[src/rtl/leaf_out_arbiter.sv]
// Round-robin arbiter that shares the leaf-to-BFT output link between NUM_PORTS user streams.
// Optional per-port packet and stall statistics are built when LEAF_ARB_STATS_EN is defined.
//
// state | meaning
// IDLE  | stopped, no grants, waiting for ap_start
// RUN   | granting eligible ports into the output register
// DRAIN | ap_start dropped, no grants, waiting for the output register to empty
module leaf_out_arbiter #(
  parameter int PAYLOAD_BITS  = 32,
  parameter int PACKET_BITS   = 49,
  parameter int NUM_PORTS     = 2,
  parameter int NUM_LEAF_BITS = 4,
  parameter int NUM_PORT_BITS = 4,
  parameter int NUM_ADDR_BITS = 7,
  parameter int CREDIT_INIT   = 128,
  parameter int CREDIT_BITS   = 8
) (
  input  logic                              ap_clk,
  input  logic                              ap_rst_n,
  input  logic                              ap_start,
  input  logic [NUM_PORTS*PAYLOAD_BITS-1:0] in_tdata,
  input  logic [NUM_PORTS-1:0]              in_tvalid,
  output logic [NUM_PORTS-1:0]              in_tready,
  output logic [PACKET_BITS-1:0]            pkt_out,
  input  logic                              pkt_rdy,
  input  logic                              cfg_we,
  input  logic [NUM_PORT_BITS-1:0]          cfg_port,
  input  logic [NUM_LEAF_BITS-1:0]          cfg_leaf,
  input  logic [NUM_PORT_BITS-1:0]          cfg_dport,
  input  logic                              credit_vld,
  input  logic [NUM_PORT_BITS-1:0]          credit_port,
  input  logic [CREDIT_BITS-1:0]            credit_cnt,
  output logic                              busy
`ifdef LEAF_ARB_STATS_EN
  ,
  output logic [NUM_PORTS*32-1:0]           stat_pkt_cnt,
  output logic [31:0]                       stat_stall_cnt
`endif
);

  localparam int PTR_W = (NUM_PORTS > 1) ? $clog2(NUM_PORTS) : 1;
  localparam logic [CREDIT_BITS:0] CREDIT_MAX = {1'b0, {CREDIT_BITS{1'b1}}};

  typedef enum logic [1:0] {S_IDLE, S_RUN, S_DRAIN} state_t;

  state_t                     state_q;
  logic [PACKET_BITS-1:0]     pkt_q, pkt_d;
  logic [PTR_W-1:0]           rr_q;
  logic [NUM_LEAF_BITS-1:0]   leaf_q   [NUM_PORTS];
  logic [NUM_PORT_BITS-1:0]   dport_q  [NUM_PORTS];
  logic [NUM_ADDR_BITS-1:0]   seq_q    [NUM_PORTS];
  logic [CREDIT_BITS-1:0]     credit_q [NUM_PORTS];
  logic [CREDIT_BITS-1:0]     credit_d [NUM_PORTS];
  logic [NUM_PORTS-1:0]       cfg_en_q;
  logic [NUM_PORTS-1:0]       eligible;
  logic                       space, grant_en, win_vld, accept;
  logic [PTR_W-1:0]           win_idx;

  assign space    = ~pkt_q[PACKET_BITS-1] | pkt_rdy;
  assign grant_en = (state_q == S_RUN) & ap_start & space;
  assign accept   = grant_en & win_vld;
  assign pkt_out  = pkt_q;
  assign busy     = (state_q != S_IDLE) | pkt_q[PACKET_BITS-1];

  always_comb begin
    eligible = '0;
    for (int i = 0; i < NUM_PORTS; i++)
      eligible[i] = in_tvalid[i] & cfg_en_q[i] & (credit_q[i] != '0);
  end

  // Search starts one past the last winner so every port gets a turn.
  always_comb begin : win_sel
    int idx;
    win_vld = 1'b0;
    win_idx = '0;
    idx     = 0;
    for (int k = 1; k <= NUM_PORTS; k++) begin
      idx = int'(rr_q) + k;
      if (idx >= NUM_PORTS) idx = idx - NUM_PORTS;
      if (!win_vld && eligible[idx]) begin
        win_vld = 1'b1;
        win_idx = PTR_W'(idx);
      end
    end
  end

  always_comb begin
    in_tready = '0;
    if (accept) in_tready[win_idx] = 1'b1;
  end

  assign pkt_d = {1'b1, leaf_q[win_idx], dport_q[win_idx], seq_q[win_idx], 1'b0,
                  in_tdata[int'(win_idx)*PAYLOAD_BITS +: PAYLOAD_BITS]};

  // Return and consume on the same port net out before saturation.
  always_comb begin : credit_next
    logic [CREDIT_BITS:0] csum;
    csum = '0;
    for (int i = 0; i < NUM_PORTS; i++) begin
      csum = {1'b0, credit_q[i]};
      if (credit_vld && credit_port == NUM_PORT_BITS'(i)) csum = csum + {1'b0, credit_cnt};
      if (accept && win_idx == PTR_W'(i)) csum = csum - (CREDIT_BITS+1)'(1);
      credit_d[i] = (csum > CREDIT_MAX) ? CREDIT_MAX[CREDIT_BITS-1:0] : csum[CREDIT_BITS-1:0];
    end
  end

  always_ff @(posedge ap_clk or negedge ap_rst_n) begin
    if (!ap_rst_n) begin
      state_q  <= S_IDLE;
      pkt_q    <= '0;
      rr_q     <= PTR_W'(NUM_PORTS-1);
      cfg_en_q <= '0;
      for (int i = 0; i < NUM_PORTS; i++) begin
        leaf_q[i]   <= '0;
        dport_q[i]  <= '0;
        seq_q[i]    <= '0;
        credit_q[i] <= CREDIT_BITS'(CREDIT_INIT);
      end
    end else begin
      case (state_q)
        S_IDLE:  if (ap_start) state_q <= S_RUN;
        S_RUN:   if (!ap_start) state_q <= S_DRAIN;
        S_DRAIN: begin
          if (ap_start) state_q <= S_RUN;
          else if (!pkt_q[PACKET_BITS-1] || pkt_rdy) state_q <= S_IDLE;
        end
        default: state_q <= S_IDLE;
      endcase

      if (accept) begin
        pkt_q <= pkt_d;
        rr_q  <= win_idx;
      end else if (pkt_rdy) begin
        pkt_q[PACKET_BITS-1] <= 1'b0;
      end

      for (int i = 0; i < NUM_PORTS; i++) begin
        credit_q[i] <= credit_d[i];
        if (cfg_we && cfg_port == NUM_PORT_BITS'(i)) begin
          leaf_q[i]   <= cfg_leaf;
          dport_q[i]  <= cfg_dport;
          cfg_en_q[i] <= 1'b1;
          seq_q[i]    <= '0;
        end else if (accept && win_idx == PTR_W'(i)) begin
          seq_q[i] <= seq_q[i] + NUM_ADDR_BITS'(1);
        end
      end
    end
  end

`ifdef LEAF_ARB_STATS_EN
  always_ff @(posedge ap_clk or negedge ap_rst_n) begin
    if (!ap_rst_n) begin
      stat_pkt_cnt   <= '0;
      stat_stall_cnt <= '0;
    end else begin
      for (int i = 0; i < NUM_PORTS; i++)
        if (accept && win_idx == PTR_W'(i))
          stat_pkt_cnt[i*32 +: 32] <= stat_pkt_cnt[i*32 +: 32] + 32'd1;
      if (pkt_q[PACKET_BITS-1] && !pkt_rdy)
        stat_stall_cnt <= stat_stall_cnt + 32'd1;
    end
  end
`endif

endmodule

[config.mk]
export PLATFORM = sky130hd
export DESIGN_NAME = leaf_out_arbiter
export DESIGN_NICKNAME = d
export VERILOG_FILES = /design/src/rtl/leaf_out_arbiter.sv
export SDC_FILE = /design/constraint.sdc
export NUM_CORES = 1
export LEC_CHECK = 0
export BUFFER_PORTS_ARGS = -buffer_cell sky130_fd_sc_hd__buf_2
export CORE_MARGIN = 2
export CORE_UTILIZATION = 30
export CTS_BUF_LIST = sky130_fd_sc_hd__clkbuf_8 sky130_fd_sc_hd__clkbuf_16
export CTS_CLUSTER_SIZE = 10
export DETAILED_ROUTE_END_ITERATION = 8
export MAX_ROUTING_LAYER = met4
export PLACE_DENSITY_LB_ADDON = 0.25
export SLEW_MARGIN = 20
export SYNTH_ARGS = -nofsm -noshare
export SYNTH_HDL_FRONTEND = slang
export SYNTH_SLANG_ARGS = --single-unit
[constraint.sdc]
create_clock -name ap_clk -period 5.86 [get_ports ap_clk]
set_input_delay 0.586 -clock ap_clk [delete_from_list [all_inputs] [get_ports ap_clk]]
set_output_delay 0.586 -clock ap_clk [all_outputs]
set_load 0.05 [all_outputs]
==> impl_metrics.toml <==
[outcome]
status = "complete, no violations"

[logic_synthesis]
synth_cell_types = 66
synthCells = 485
yosys_warnings = 0
synth_nets = 603
synth-edff-count = 0
syn_area_um2 = 5290
yosysSeqAreaShare = 0.469
syn_avg_cell_area_um2 = 10.9
ys.flop_type = "dfrtp_1"
synth-seq-cells = 99
async_reset_ff_frac = 1.00

[worst_setup_path]
critPathMaxStageDelay_ps = 600
critPathKind = "reg2out"
path_delay_family = "buffers and inverters"
reg2reg_from = "state_q[1]"
critical_path_depth = 5
end_kind = "primary output"
critPathLaunchType = "flop"
path_cells = "or4_1 > o211ai_2 > o211a_2 > buf_4 > buf_2"
critPathBufInv = 2
critPathRequiredTime_ps = 5270
arrival_ps = 2850
crit_start = "credit_q[4]"
critPathSlowestCell = "or4_1"
crit_fanout = 56
r2r_cells = 7

[floorplan]
die_y_um = 137
dieArea_um2 = 18700
io-pin-count = 148
start_util = 0.307
coreArea_um2 = 17200
rows = 48
die_w_um = 137

[global_routing]
antenna_found_initial = 0
grt_overflow = 0
grt_max_degree = 69
first_global_vias = 4493
grt.total_usage = 0.150
grt_pass1_wl_um = 21700

[layout]
antenna_cells = 0
layoutNonFillerInstCount = 854
fin_area_um2 = 6550
layout_common_cells = "buf_2, dfrtp_1, inv_1"
syn2layout_area_growth_pct = 24.0
layout_commonest_cell = "buf_2"
nFillCells = 1745
drive_gt1_frac = 0.340
nNetsFinal = 742
finish.utilization = 0.380

[sta]
relSlewSlack = 0.435
setup_viol = 0
setup_ws_ps = 2430
fin_hold_ws_ps = 351
fmax_ghz = 0.291
tightest_slew_ps = 847
rsz0062_at_grt = "false"
finalHoldViolCount = 0
fin_crit_sh = 0.586
fin_skew_ps = 8.97
finalSetupTns_ps = 0
finalMaxSlewViolations = 0
period_minus_slack_ps = 3430

[clocking]
clock_latency_ps = 340
numCtsBuffers = 9
cts_hold_buf = 0
cts_max_level = 3
cts_setup_buffers = 0
clock-sinks = 99
clk_pin_slew_ps = 70
clockRootBuffer = "clkbuf_16"
cts-resized-gates = 0
cts_tree = "yes"
clk_path_buf_depth = 2

[power]
totalPowerFinal_mw = 3.28
ir_worst_vdd_uv = 243
cellLeakagePower_nw = 3.39
pwr_density_cell_nw_per_um2 = 501

[drt]
routedWlPerCell_um = 15.6
first_pass_iters = 7
ant_nets = 0
drt_iter0_drc = 322
vias_per_cell = 5.14
wirelength_um = 13400
drc = 0
via_count = 4387

[place]
pre_cts_slack_ps = 2580
dp_hpwl_um = 9690
placed_area_um2 = 6260
place.gp.congestion = 0.802
place_inst = 838
port_buffers = 146

[hold_path]
min_path_type = "in2async"

[run]
maxCapViolations = 0
-- cells by family after synthesis --
group	count (synthesis)	share of synthesized area
AND/OR/NAND/NOR	115	0.126
AO/OA/AOI/OAI	112	0.179
flip-flops	99	0.469
buffers and inverters	76	0.0566
multiplexers	31	0.0642
XOR/XNOR	29	0.0495
adder cells (fa/ha/maj)	22	0.0549
other	1	0.000710
-- layer usage --
layer	up-vias	GRT usage	routed length (um)
met1	2167	0.182	5770
met5	-	-	0
met2	114	0.254	6730
met4	0	0.0521	182
met3	14	0.0244	667
li1	2092	-	-
-- path summary, 6_finish.rpt --
kind	end	slack, ps
worst min register to register	pkt_out[7]	480
worst max-delay path	in_tready[0]	2430
max in group asynchronous	credit_q[15]	4540
worst min-delay path	dport_q[1]	350
min in group ap_clk	state_q[1]	420
worst max register to register	credit_q[1]	2820
-- power breakdown --
group          total [mW]  internal (mW)  leakage [nW]  switching (mW)
registers            1.11          0.936          1.23           0.176
clock network       0.577          0.327         0.149           0.251
logic                1.59          0.521          2.02            1.07
total                3.28           1.78          3.39            1.50
-- flip-flops by register name, indices dropped and copies added (netlist names) --
name / cells
cfg_en_q: 2
seq_q: 14
state_q: 2
leaf_q: 8
pkt_out: 48
dport_q: 8
rr_q: 1
credit_q: 16
-- cells in the mapped netlist (3+ instances only) --
cell type / n / area [um^2]
dfrtp_1: 96 / 2400
inv_1: 52 / 195
a222oi_1: 47 / 470
nand2_1: 23 / 86.3
nor2_1: 22 / 82.6
ha_1: 20 / 250
mux2_2: 20 / 225
xor2_1: 16 / 140
clkbuf_1: 15 / 56.3
xnor2_1: 12 / 105
and3_1: 11 / 68.8
nand3_1: 11 / 55.1
a21oi_1: 10 / 50.1
mux2i_1: 10 / 100
o21ai_1: 10 / 50.1
buf_2: 8 / 40.0
nand4_1: 7 / 43.8
a21o_1: 6 / 45.0
nor4_1: 6 / 37.5
nor3_1: 5 / 25.0
o21ai_0: 5 / 25.0
or3_1: 5 / 31.3
o21a_1: 4 / 30.0
a211oi_1: 3 / 22.5
dfstp_2: 3 / 78.8
nand2b_1: 3 / 18.8
o2111ai_1: 3 / 26.3
o31ai_2: 3 / 37.5
or4_4: 3 / 33.8
-- layout make-up --
| type | count | area [um^2] | area share |
|---|---|---|---|
| Clock buffer | 9 | 225 | 0.0344 |
| Clock inverter | 7 | 62.6 | 0.00955 |
| Inverter | 52 | 195 | 0.0298 |
| Multi-Input combinational cell | 310 | 2530 | 0.386 |
| Sequential cell | 99 | 2480 | 0.379 |
| Tap cell | 225 | 282 | 0.0430 |
| Timing Repair Buffer | 152 | 778 | 0.119 |
(Power assumes the default switching activity.)
